<file path="src/rtl/ccu_pkg.sv">
// Shared types and helpers for the multi-crossing crosswalk control unit.
package ccu_pkg;

    typedef enum logic [1:0] {
        IDLE   = 2'd0,
        GREEN  = 2'd1,
        ORANGE = 2'd2,
        CLEAR  = 2'd3
    } ccu_state_t;

    // Timer width: $clog2 of the longest phase duration, at least 1 bit.
    function automatic int unsigned ccu_timer_width(
        input int unsigned tvalue,
        input int unsigned green_mult,
        input int unsigned orange_mult,
        input int unsigned clear_mult
    );
        int unsigned longest;
        int unsigned w;
        longest = tvalue * green_mult;
        if (tvalue * orange_mult > longest) longest = tvalue * orange_mult;
        if (tvalue * clear_mult > longest) longest = tvalue * clear_mult;
        w = $clog2(longest);
        return (w < 1) ? 1 : w;
    endfunction

endpackage

</file>
<file path="src/rtl/ccu_phase_timer.sv">
// Loadable phase down-counter; holds at zero once the terminal count is reached.
module ccu_phase_timer #(
    parameter int unsigned W = 4
) (
    input  logic         clk,
    input  logic         reset,
    input  logic         load,
    input  logic [W-1:0] load_value,
    output logic [W-1:0] count,
    output logic         done
);

    logic [W-1:0] count_q;

    // Load on phase entry, otherwise count down towards zero.
    always_ff @(posedge clk) begin
        if (reset) begin
            count_q <= '0;
        end else if (load) begin
            count_q <= load_value;
        end else if (count_q != '0) begin
            count_q <= count_q - 1'b1;
        end
    end

    assign count = count_q;
    assign done  = (count_q == '0);

endmodule

</file>
<file path="src/rtl/ccu_multi.sv">
// Multi-crossing crosswalk control unit: latches walk requests, grants crossings
// round-robin and sequences GREEN -> ORANGE -> CLEAR for the granted crossing.
// Optional feature macro: CCU_COUNTDOWN_EN adds the 'remaining' countdown output.
module ccu_multi
    import ccu_pkg::*;
#(
    parameter int unsigned NCH         = 4,
    parameter int unsigned TVALUE      = 4,
    parameter int unsigned GREEN_MULT  = 3,
    parameter int unsigned ORANGE_MULT = 1,
    parameter int unsigned CLEAR_MULT  = 1
) (
    input  logic                                       clk,
    input  logic                                       reset,
    input  logic [NCH-1:0]                             req,
    output logic [NCH-1:0]                             green_walk,
    output logic [NCH-1:0]                             orange_walk,
    output logic [NCH-1:0]                             red_hand,
    output logic [((NCH > 1) ? $clog2(NCH) : 1)-1:0]   active_ch,
    output logic [NCH-1:0]                             pending,
    output logic                                       busy
`ifdef CCU_COUNTDOWN_EN
    ,
    output logic [ccu_timer_width(TVALUE, GREEN_MULT, ORANGE_MULT, CLEAR_MULT)-1:0] remaining
`endif
);

    localparam int unsigned AW = (NCH > 1) ? $clog2(NCH) : 1;
    localparam int unsigned TW = ccu_timer_width(TVALUE, GREEN_MULT, ORANGE_MULT, CLEAR_MULT);

    localparam logic [TW-1:0] GREEN_LOAD  = TW'(TVALUE * GREEN_MULT - 1);
    localparam logic [TW-1:0] ORANGE_LOAD = TW'(TVALUE * ORANGE_MULT - 1);
    localparam logic [TW-1:0] CLEAR_LOAD  = TW'(TVALUE * CLEAR_MULT - 1);

    ccu_state_t     state_q, state_d;
    logic [NCH-1:0] pending_q, pending_d;
    logic [AW-1:0]  active_q, last_q;
    logic [AW-1:0]  grant_idx;
    logic           grant;
    logic           timer_load;
    logic [TW-1:0]  timer_load_value;
    logic [TW-1:0]  timer_count;
    logic           timer_done;

    ccu_phase_timer #(
        .W(TW)
    ) u_timer (
        .clk       (clk),
        .reset     (reset),
        .load      (timer_load),
        .load_value(timer_load_value),
        .count     (timer_count),
        .done      (timer_done)
    );

    // Round-robin search starting one past the last granted crossing.
    always_comb begin
        logic found;
        int unsigned idx;
        found     = 1'b0;
        grant_idx = last_q;
        for (int unsigned off = 1; off <= NCH; off++) begin
            idx = (int'(last_q) + off) % NCH;
            if (!found && pending_q[idx]) begin
                found     = 1'b1;
                grant_idx = AW'(idx);
            end
        end
    end

    // State register.
    always_ff @(posedge clk) begin
        if (reset) begin
            state_q <= IDLE;
        end else begin
            state_q <= state_d;
        end
    end

    // Next-state logic; a grant also loads the GREEN duration into the timer.
    always_comb begin
        state_d          = state_q;
        grant            = 1'b0;
        timer_load       = 1'b0;
        timer_load_value = '0;
        unique case (state_q)
            IDLE: begin
                if (pending_q != '0) begin
                    state_d          = GREEN;
                    grant            = 1'b1;
                    timer_load       = 1'b1;
                    timer_load_value = GREEN_LOAD;
                end
            end
            GREEN: begin
                if (timer_done) begin
                    state_d          = ORANGE;
                    timer_load       = 1'b1;
                    timer_load_value = ORANGE_LOAD;
                end
            end
            ORANGE: begin
                if (timer_done) begin
                    state_d          = CLEAR;
                    timer_load       = 1'b1;
                    timer_load_value = CLEAR_LOAD;
                end
            end
            CLEAR: begin
                if (timer_done) begin
                    if (pending_q != '0) begin
                        state_d          = GREEN;
                        grant            = 1'b1;
                        timer_load       = 1'b1;
                        timer_load_value = GREEN_LOAD;
                    end else begin
                        state_d = IDLE;
                    end
                end
            end
            default: state_d = IDLE;
        endcase
    end

    // Request latching: the walking crossing ignores its own request, and the
    // clear on grant wins over a simultaneous set.
    always_comb begin
        pending_d = pending_q;
        for (int unsigned i = 0; i < NCH; i++) begin
            if (req[i] && !(((state_q == GREEN) || (state_q == ORANGE)) &&
                            (active_q == AW'(i)))) begin
                pending_d[i] = 1'b1;
            end
        end
        if (grant) begin
            pending_d[grant_idx] = 1'b0;
        end
    end

    // Request, grant and round-robin pointer registers.
    always_ff @(posedge clk) begin
        if (reset) begin
            pending_q <= '0;
            active_q  <= '0;
            last_q    <= AW'(NCH - 1);
        end else begin
            pending_q <= pending_d;
            if (grant) begin
                active_q <= grant_idx;
                last_q   <= grant_idx;
            end
        end
    end

    // Output decode from registered state and granted crossing.
    always_comb begin
        green_walk  = '0;
        orange_walk = '0;
        red_hand    = '1;
        if (state_q == GREEN) begin
            green_walk[active_q] = 1'b1;
            red_hand[active_q]   = 1'b0;
        end else if (state_q == ORANGE) begin
            orange_walk[active_q] = 1'b1;
            red_hand[active_q]    = 1'b0;
        end
    end

    assign active_ch = active_q;
    assign pending   = pending_q;
    assign busy      = (state_q != IDLE);

`ifdef CCU_COUNTDOWN_EN
    assign remaining = (state_q == IDLE) ? '0 : timer_count;
`else
    logic unused_count;
    assign unused_count = ^timer_count;
`endif

endmodule

</file>
<file path="config.mk">
export PLATFORM = sky130hd
export DESIGN_NAME = ccu_multi
export DESIGN_NICKNAME = d
export VERILOG_FILES = /design/src/rtl/ccu_pkg.sv /design/src/rtl/ccu_phase_timer.sv /design/src/rtl/ccu_multi.sv
export SDC_FILE = /design/constraint.sdc
export NUM_CORES = 1
export LEC_CHECK = 0
export CELL_PAD_IN_SITES_DETAIL_PLACEMENT = 1
export CELL_PAD_IN_SITES_GLOBAL_PLACEMENT = 1
export CORE_UTILIZATION = 29
export DETAILED_ROUTE_END_ITERATION = 16
export GPL_TIMING_DRIVEN = 0
export PLACE_DENSITY = 0.74
export SLEW_MARGIN = 15
export SYNTH_ARGS = -nofsm -noshare
export SYNTH_HDL_FRONTEND = slang
export SYNTH_SLANG_ARGS = --single-unit
</file>
<file path="constraint.sdc">
create_clock -name clk -period 2.8 [get_ports clk]
set_input_delay 0.56 -clock clk [delete_from_list [all_inputs] [get_ports clk]]
set_output_delay 0.56 -clock clk [all_outputs]
set_load 0.05 [all_outputs]
</file>
==> impl_metrics.prom, run 1 <==
# TYPE chip_impl_metric gauge
chip_impl_info{name="outcome",value="complete, no violations"} 1
chip_impl_metric{name="initial_utilization",unit="%"} 30.57
chip_impl_metric{name="design.final.nets",unit=""} 154
chip_impl_metric{name="postCtsResizedCells",unit=""} 4
chip_impl_metric{name="fp.dieArea",unit="sq mm"} 0.003449
chip_impl_metric{name="place_congestion",unit=""} 0.7714
chip_impl_metric{name="detail_route.wirelength",unit="um"} 2526
chip_impl_metric{name="synth_seq_cells",unit=""} 14
chip_impl_metric{name="areaGrowthSynthToFinish",unit="%"} 35.79
chip_impl_metric{name="floorplan.io_pins",unit=""} 25
chip_impl_metric{name="worst_setup_hold_path_clk_slew",unit="ps"} 90
chip_impl_metric{name="clock_sink_count",unit=""} 14
chip_impl_metric{name="hold_depth",unit=""} 2
chip_impl_metric{name="netlist-cell-type-count",unit=""} 37
chip_impl_info{name="setup_crit_start",value="state_q[1]"} 1
chip_impl_metric{name="timing_hold_violations_final",unit=""} 0
chip_impl_metric{name="grt_overflow_total",unit=""} 0
chip_impl_metric{name="syn_avg_cell_area",unit="sq um"} 8.260
chip_impl_metric{name="first_global_vias",unit=""} 942
chip_impl_info{name="clock_tree_from_tritoncts",value="built"} 1
chip_impl_metric{name="fin_cells",unit=""} 185
chip_impl_metric{name="finalCritPeriodShare",unit="%"} 93.95
chip_impl_info{name="cp-start-kind",value="flop"} 1
chip_impl_metric{name="drt-wirelength-per-cell",unit="um"} 13.65
chip_impl_metric{name="tightestPinTransition",unit="ps"} 514.4
chip_impl_info{name="worst_hold_path_type",value="reg2reg"} 1
chip_impl_metric{name="maxSlewViolCount",unit=""} 0
chip_impl_metric{name="required",unit="ps"} 2240
chip_impl_metric{name="port-buffer-count",unit=""} 24
chip_impl_metric{name="dp_hpwl",unit="um"} 1992
chip_impl_metric{name="grt_first_pass_wirelength",unit="um"} 4381
chip_impl_info{name="crit-reg2reg-capture",value="state_q[0]"} 1
chip_impl_metric{name="max_cap_violations",unit=""} 0
chip_impl_metric{name="route.detailed.vias_per_inst",unit=""} 5.032
chip_impl_metric{name="timing.setup.tns",unit="ps"} 0
chip_impl_metric{name="core",unit="sq mm"} 0.003053
chip_impl_info{name="timing.hold.worst_endpoint",value="last_q[0]"} 1
chip_impl_metric{name="insertedDiodeCount",unit=""} 0
chip_impl_metric{name="ctsHtreeMaxLevel",unit=""} 1
chip_impl_metric{name="route.vias.total",unit=""} 931
chip_impl_metric{name="post_cts.repair.setup_buffers",unit=""} 0
chip_impl_metric{name="number_of_synthesized_flops_with_an_enable_pin",unit=""} 0
chip_impl_info{name="ys.flop_type",value="sky130_fd_sc_hd__dfxtp_1"} 1
chip_impl_metric{name="dieWidth",unit="um"} 58.73
chip_impl_metric{name="reg2reg_setup_slack",unit="ps"} 880
chip_impl_metric{name="number_of_standard_cells_after_synthesis",unit=""} 113
chip_impl_info{name="clk_root_buffer_cell",value="sky130_fd_sc_hd__clkbuf_4"} 1
chip_impl_metric{name="nFillCells",unit=""} 383
chip_impl_metric{name="cts.path.max_buffers",unit=""} 2
chip_impl_metric{name="synth-warning-count",unit=""} 0
chip_impl_metric{name="globalRouteTotalUtil",unit="%"} 16.61
chip_impl_metric{name="peakVddDrop",unit="mV"} 0.5019
chip_impl_metric{name="timing.max_slew.rel_slack",unit="%"} 65.65
chip_impl_metric{name="r2r_cells",unit=""} 7
chip_impl_metric{name="crit_fanout",unit=""} 10
chip_impl_metric{name="ant_nets",unit=""} 0
chip_impl_metric{name="die_height",unit="um"} 58.73
chip_impl_metric{name="synth_seq_area_share",unit="%"} 30.03
chip_impl_metric{name="synthesis.nets",unit=""} 125
chip_impl_metric{name="cts-buffers-inserted",unit=""} 3
chip_impl_metric{name="antenna_found_initial",unit=""} 0
chip_impl_metric{name="placed_cells",unit=""} 181
chip_impl_metric{name="achievable-frequency",unit="GHz"} 0.3801
chip_impl_metric{name="syn_area",unit="sq um"} 933.4
chip_impl_metric{name="cts.hold.buffers_added",unit=""} 0
chip_impl_info{name="critPathKind",value="reg2out"} 1
chip_impl_info{name="regToRegStartpoint",value="u_timer.count[0]"} 1
chip_impl_metric{name="synth_async_sr_flop_share",unit="%"} 0
chip_impl_metric{name="leakage",unit="nW"} 0.5339
chip_impl_metric{name="row_count",unit=""} 20
chip_impl_metric{name="detailedRoute.firstPassIterationCount",unit=""} 4
chip_impl_metric{name="finClkSkew",unit="ps"} 1.982
chip_impl_metric{name="finalCriticalPeriod",unit="ps"} 2631
chip_impl_metric{name="1st_iter_drt_viols",unit=""} 20
chip_impl_metric{name="layout-drive-gt1-share",unit="%"} 9.929
chip_impl_info{name="crit_path_end_kind",value="primary output"} 1
chip_impl_info{name="rsz0062_at_grt",value="no"} 1
chip_impl_metric{name="critPathArrivalTime",unit="ps"} 2070
chip_impl_metric{name="setup-violations-final",unit=""} 0
chip_impl_metric{name="clk_latency",unit="ps"} 290
chip_impl_metric{name="grt_start_max_net_pins",unit=""} 11
chip_impl_metric{name="powerDensity",unit="mW/mm^2"} 1251
chip_impl_info{name="hold_path.startpoint",value="last_q[0]"} 1
chip_impl_metric{name="detail_route.drc_violations",unit=""} 0
## routing by layer
layer | GRT usage, % | wire, um | up-vias
li1 | - | - | 467
met1 | 20.41 | 1163 | 445
met2 | 28.57 | 1246 | 17
met3 | 5.275 | 107 | 2
met4 | 3.061 | 9 | 0
met5 | 0 | 0 | -
## how the worst max path moves through the flow
stage               depth (start not counted)  slack [ps]             end
finish                                      4         170   green_walk[3]
detailed placement                          5         150  orange_walk[1]
CTS                                         4          20   green_walk[1]
global route                                4          30   green_walk[3]
floorplan                                   2         120  orange_walk[2]
global placement                            5         250  orange_walk[2]
## critical path, cell delays in order, from the launching register on
cell and delay [ps]:
sky130_fd_sc_hd__dfxtp_1 360, sky130_fd_sc_hd__inv_1 110, sky130_fd_sc_hd__ha_1 300, sky130_fd_sc_hd__and3_1 190
sky130_fd_sc_hd__clkdlybuf4s50_1 810
## metrics by stage
| step | hold WS [ps] | power [mW] | setup WS (ps) | utilization, % | instance area [sq um] |
|---|---|---|---|---|---|
| CTS | 571.6 | 1.604 | 24.89 | 41.27 | 1260 |
| floorplan | 516.1 | 1.158 | 118.5 | - | 933.4 |
| global placement | 540.7 | 1.410 | 245.5 | 40.25 | 1229 |
| global route | 621.5 | 1.718 | 31.21 | 41.52 | 1267 |
| detailed placement | 557.4 | 1.448 | 154.8 | 40.25 | 1229 |
| finish | 567.4 | 1.586 | 169.3 | 41.52 | 1267 |
## power by group
group	leakage [nW]	switching [mW]	internal, mW
clock	0.0210	0.0759	0.0793
combinational	0.397	0.652	0.422
sequential	0.116	0.0805	0.276
## final cells by class
type                            count  area (sq um)  area share (%)
Buffer                              6         30.03           2.369
Clock buffer                        4         36.28           2.863
Inverter                            6         22.52           1.777
Multi-Input combinational cell     87         600.6           47.38
Sequential cell                    14         280.3           22.11
Tap cell                           44         55.05           4.344
Timing Repair Buffer               24         242.7           19.15
## cell families (layout without fill, tap and decap cells)
kind of cell / count (synthesis) / after routing / synth area share (%)
muxes: 3 / 3 / 3.351
adders and majority gates: 6 / 6 / 8.043
buffers and inverters: 12 / 40 / 5.630
AOI/OAI and AO/OA: 32 / 32 / 24.53
and+or+nand+nor: 45 / 45 / 27.48
DFF: 14 / 14 / 30.03
xor gates and xnor gates: 1 / 1 / 0.9385
## Yosys cell counts (all sizes together) (2+ instances only)
master / number / area share [%]
nor2: 9 / 3.6
nor3b: 4 / 3.2
and2: 4 / 2.9
o21ai: 7 / 3.8
nor2b: 3 / 2.0
dfxtp: 14 / 30
or3: 3 / 2.0
o211ai: 2 / 1.6
nand2b: 3 / 2.0
nand2: 7 / 2.8
nor3: 5 / 2.7
ha: 6 / 8.0
a21oi: 8 / 4.3
a221oi: 2 / 1.9
clkbuf: 5 / 2.0
a211oi: 6 / 5.4
inv: 6 / 2.4
mux2i: 2 / 2.1
## state kept, by name (all words and copies together), names as in the netlist
register and flops:
last_q 2, state_q 2, pending 4, u_timer.count 4, active_ch 2
## cell usage in the layout (no fill, tap or decap), types with 2 or more instances in the layout
| cell type | count |
|---|---|
| sky130_fd_sc_hd__dfxtp_1 | 14 |
| sky130_fd_sc_hd__clkdlybuf4s50_1 | 14 |
| sky130_fd_sc_hd__nor2_1 | 9 |
| sky130_fd_sc_hd__a21oi_1 | 8 |
| sky130_fd_sc_hd__o21ai_0 | 7 |
| sky130_fd_sc_hd__nand2_1 | 7 |
| sky130_fd_sc_hd__inv_1 | 6 |
| sky130_fd_sc_hd__ha_1 | 6 |
| sky130_fd_sc_hd__dlymetal6s2s_1 | 6 |
| sky130_fd_sc_hd__clkbuf_1 | 5 |
| sky130_fd_sc_hd__nor3_1 | 5 |
| sky130_fd_sc_hd__a211oi_1 | 5 |
| sky130_fd_sc_hd__nor3b_1 | 4 |
| sky130_fd_sc_hd__nor2b_1 | 3 |
| sky130_fd_sc_hd__and2_1 | 3 |
| sky130_fd_sc_hd__nand2b_1 | 3 |
| sky130_fd_sc_hd__or3_1 | 3 |
| sky130_fd_sc_hd__clkbuf_4 | 3 |
| sky130_fd_sc_hd__o211ai_1 | 2 |
| sky130_fd_sc_hd__a221oi_1 | 2 |
| sky130_fd_sc_hd__mux2i_1 | 2 |
| sky130_fd_sc_hd__dlygate4sd2_1 | 2 |
| sky130_fd_sc_hd__clkbuf_2 | 2 |
Note: power is estimated with default switching activity, not from simulation.
==> run 2: changes to the inputs <==
- clock period: 2.8 -> 3 ns (I/O delays scaled with it)
==> run 2 against run 1 <==
Die area stayed put. Clock power is 6% lower. Sequential power is 6.7% lower. Register-to-register slack better by 200 ps. Total power is 6.4% lower. Sequential share of layout area hardly changed. Critical endpoint is now orange_walk[3]. Highest routed layer unchanged.
==> impl_metrics.prom, run 2 (synthesized netlist as in run 1, its figures left out) <==
# TYPE chip_impl_metric gauge
chip_impl_info{name="outcome",value="complete, no violations"} 1
chip_impl_metric{name="r2r_cells",unit=""} 7
chip_impl_metric{name="achievable-frequency",unit="GHz"} 0.3497
chip_impl_metric{name="finalCritPeriodShare",unit="%"} 95.31
chip_impl_metric{name="design.final.nets",unit=""} 154
chip_impl_metric{name="die_height",unit="um"} 58.73
chip_impl_metric{name="row_count",unit=""} 20
chip_impl_metric{name="port-buffer-count",unit=""} 24
chip_impl_metric{name="clk_latency",unit="ps"} 290
chip_impl_metric{name="reg2reg_setup_slack",unit="ps"} 1080
chip_impl_metric{name="layout-drive-gt1-share",unit="%"} 8.511
chip_impl_metric{name="grt_overflow_total",unit=""} 0
chip_impl_metric{name="required",unit="ps"} 2400
chip_impl_metric{name="powerDensity",unit="mW/mm^2"} 1174
chip_impl_metric{name="drt-wirelength-per-cell",unit="um"} 13.63
chip_impl_metric{name="route.vias.total",unit=""} 930
chip_impl_metric{name="finClkSkew",unit="ps"} 1.193
chip_impl_metric{name="areaGrowthSynthToFinish",unit="%"} 35.52
chip_impl_metric{name="crit_fanout",unit=""} 10
chip_impl_metric{name="hold_depth",unit=""} 2
chip_impl_metric{name="setup-violations-final",unit=""} 0
chip_impl_info{name="rsz0062_at_grt",value="no"} 1
chip_impl_metric{name="1st_iter_drt_viols",unit=""} 20
chip_impl_info{name="layout_commonest_cell",value="sky130_fd_sc_hd__clkdlybuf4s50_1"} 1
chip_impl_info{name="clock_tree_from_tritoncts",value="built"} 1
chip_impl_metric{name="maxSlewViolCount",unit=""} 0
chip_impl_metric{name="dp_worst_slack",unit="ps"} 314.8
chip_impl_metric{name="peakVddDrop",unit="mV"} 0.4693
chip_impl_metric{name="first_global_vias",unit=""} 942
chip_impl_metric{name="critPathArrivalTime",unit="ps"} 2260
chip_impl_metric{name="globalRouteTotalUtil",unit="%"} 16.56
chip_impl_metric{name="finalCriticalPeriod",unit="ps"} 2859
chip_impl_info{name="crit_path_end_kind",value="primary output"} 1
chip_impl_info{name="hold_path.startpoint",value="last_q[0]"} 1
chip_impl_metric{name="floorplan.io_pins",unit=""} 25
chip_impl_metric{name="timing.max_slew.rel_slack",unit="%"} 65.75
chip_impl_metric{name="place_congestion",unit=""} 0.7714
chip_impl_info{name="worst_hold_path_type",value="reg2reg"} 1
chip_impl_metric{name="detail_route.drc_violations",unit=""} 0
chip_impl_metric{name="fp.dieArea",unit="sq mm"} 0.003449
chip_impl_metric{name="ctsHtreeMaxLevel",unit=""} 1
chip_impl_metric{name="route.detailed.vias_per_inst",unit=""} 5.027
chip_impl_info{name="clk_root_buffer_cell",value="sky130_fd_sc_hd__clkbuf_4"} 1
chip_impl_metric{name="leakage",unit="nW"} 0.5094
chip_impl_metric{name="nFillCells",unit=""} 387
chip_impl_info{name="crit-reg2reg-capture",value="state_q[0]"} 1
chip_impl_info{name="cp-start-kind",value="flop"} 1
chip_impl_metric{name="insertedDiodeCount",unit=""} 0
chip_impl_metric{name="grt_first_pass_wirelength",unit="um"} 4367
chip_impl_info{name="timing.hold.worst_endpoint",value="last_q[0]"} 1
chip_impl_metric{name="grt_start_max_net_pins",unit=""} 11
chip_impl_metric{name="detailedRoute.firstPassIterationCount",unit=""} 4
chip_impl_info{name="critPathKind",value="reg2out"} 1
chip_impl_metric{name="cts-buffers-inserted",unit=""} 3
chip_impl_info{name="regToRegStartpoint",value="u_timer.count[0]"} 1
chip_impl_metric{name="postCtsResizedCells",unit=""} 2
chip_impl_metric{name="detail_route.wirelength",unit="um"} 2521
chip_impl_metric{name="clock_sink_count",unit=""} 14
chip_impl_metric{name="timing.setup.tns",unit="ps"} 0
chip_impl_metric{name="tightestPinTransition",unit="ps"} 512.1
chip_impl_metric{name="antenna_found_initial",unit=""} 0
chip_impl_metric{name="cts.hold.buffers_added",unit=""} 0
chip_impl_metric{name="dp_hpwl",unit="um"} 1992
chip_impl_metric{name="post_cts.repair.setup_buffers",unit=""} 0
chip_impl_metric{name="core",unit="sq mm"} 0.003053
chip_impl_metric{name="ant_nets",unit=""} 0
chip_impl_metric{name="final_core_occ",unit="%"} 41.43
chip_impl_metric{name="initial_utilization",unit="%"} 30.57
chip_impl_metric{name="timing.final.ws_setup",unit="ps"} 140.7
chip_impl_metric{name="worst_setup_hold_path_clk_slew",unit="ps"} 90
chip_impl_metric{name="dieWidth",unit="um"} 58.73
chip_impl_metric{name="cts.path.max_buffers",unit=""} 2
chip_impl_metric{name="max_cap_violations",unit=""} 0
chip_impl_info{name="layout.cells.most_common_list",value="sky130_fd_sc_hd__clkdlybuf4s50_1 (21), sky130_fd_sc_hd__dfxtp_1 (14), sky130_fd_sc_hd__nor2_1 (9)"} 1
chip_impl_metric{name="timing_hold_violations_final",unit=""} 0
[run 2: final cells by class]
class | instances | area (sq um) | area share, %
clock buffers | 4 | 36.28 | 2.868
multi-input cells | 87 | 600.6 | 47.48
well taps | 44 | 55.05 | 4.352
plain buffers | 6 | 30.03 | 2.374
inverters | 6 | 22.52 | 1.780
flip-flops and latches | 14 | 280.3 | 22.16
repair buffers | 24 | 240.2 | 18.99
[run 2: worst max path at each step]
stage | from | end | slack, ps
6_report | state_q[1] | orange_walk[3] | 140
3_3_place_gp | state_q[1] | orange_walk[2] | 410
3_5_place_dp | state_q[1] | orange_walk[1] | 310
4_1_cts | state_q[1] | orange_walk[0] | 60
2_1_floorplan | active_ch[1] | orange_walk[2] | 280
5_1_grt | state_q[1] | orange_walk[3] | 6
[run 2: routing by layer]
metal | share of wire [%] | vias to the layer above | track usage, % | routed length [um]
li1 | - | 466 | - | -
met1 | 46 | 445 | 20.27 | 1160
met2 | 49 | 17 | 28.57 | 1244
met3 | 4.2 | 2 | 5.275 | 107
met4 | 0.36 | 0 | 3.061 | 9
met5 | 0 | - | 0 | 0
[run 2: worst max-delay path: stages (launching register included)]
cell and delay, ps:
sky130_fd_sc_hd__dfxtp_1 420, sky130_fd_sc_hd__inv_1 100, sky130_fd_sc_hd__ha_1 280, sky130_fd_sc_hd__nand2b_1 230, sky130_fd_sc_hd__nor2_1 120, sky130_fd_sc_hd__clkdlybuf4s50_1 810
[run 2: power breakdown]
group | internal (mW) | switching [mW] | total, mW | leakage (nW)
logic | 0.397 | 0.609 | 1.01 | 0.372
registers | 0.258 | 0.0751 | 0.333 | 0.116
clock network | 0.0740 | 0.0713 | 0.145 | 0.0210
[run 2: stage by stage]
step	power (mW)	hold slack, ps	area [sq um]	cells
after floorplan	1.080	516.1	933.4	113
after global placement	1.316	540.7	1229	181
after detailed placement	1.351	557.4	1229	181
after CTS	1.499	571.6	1262	185
after global routing	1.608	621.5	1265	185
final	1.485	567.4	1265	185
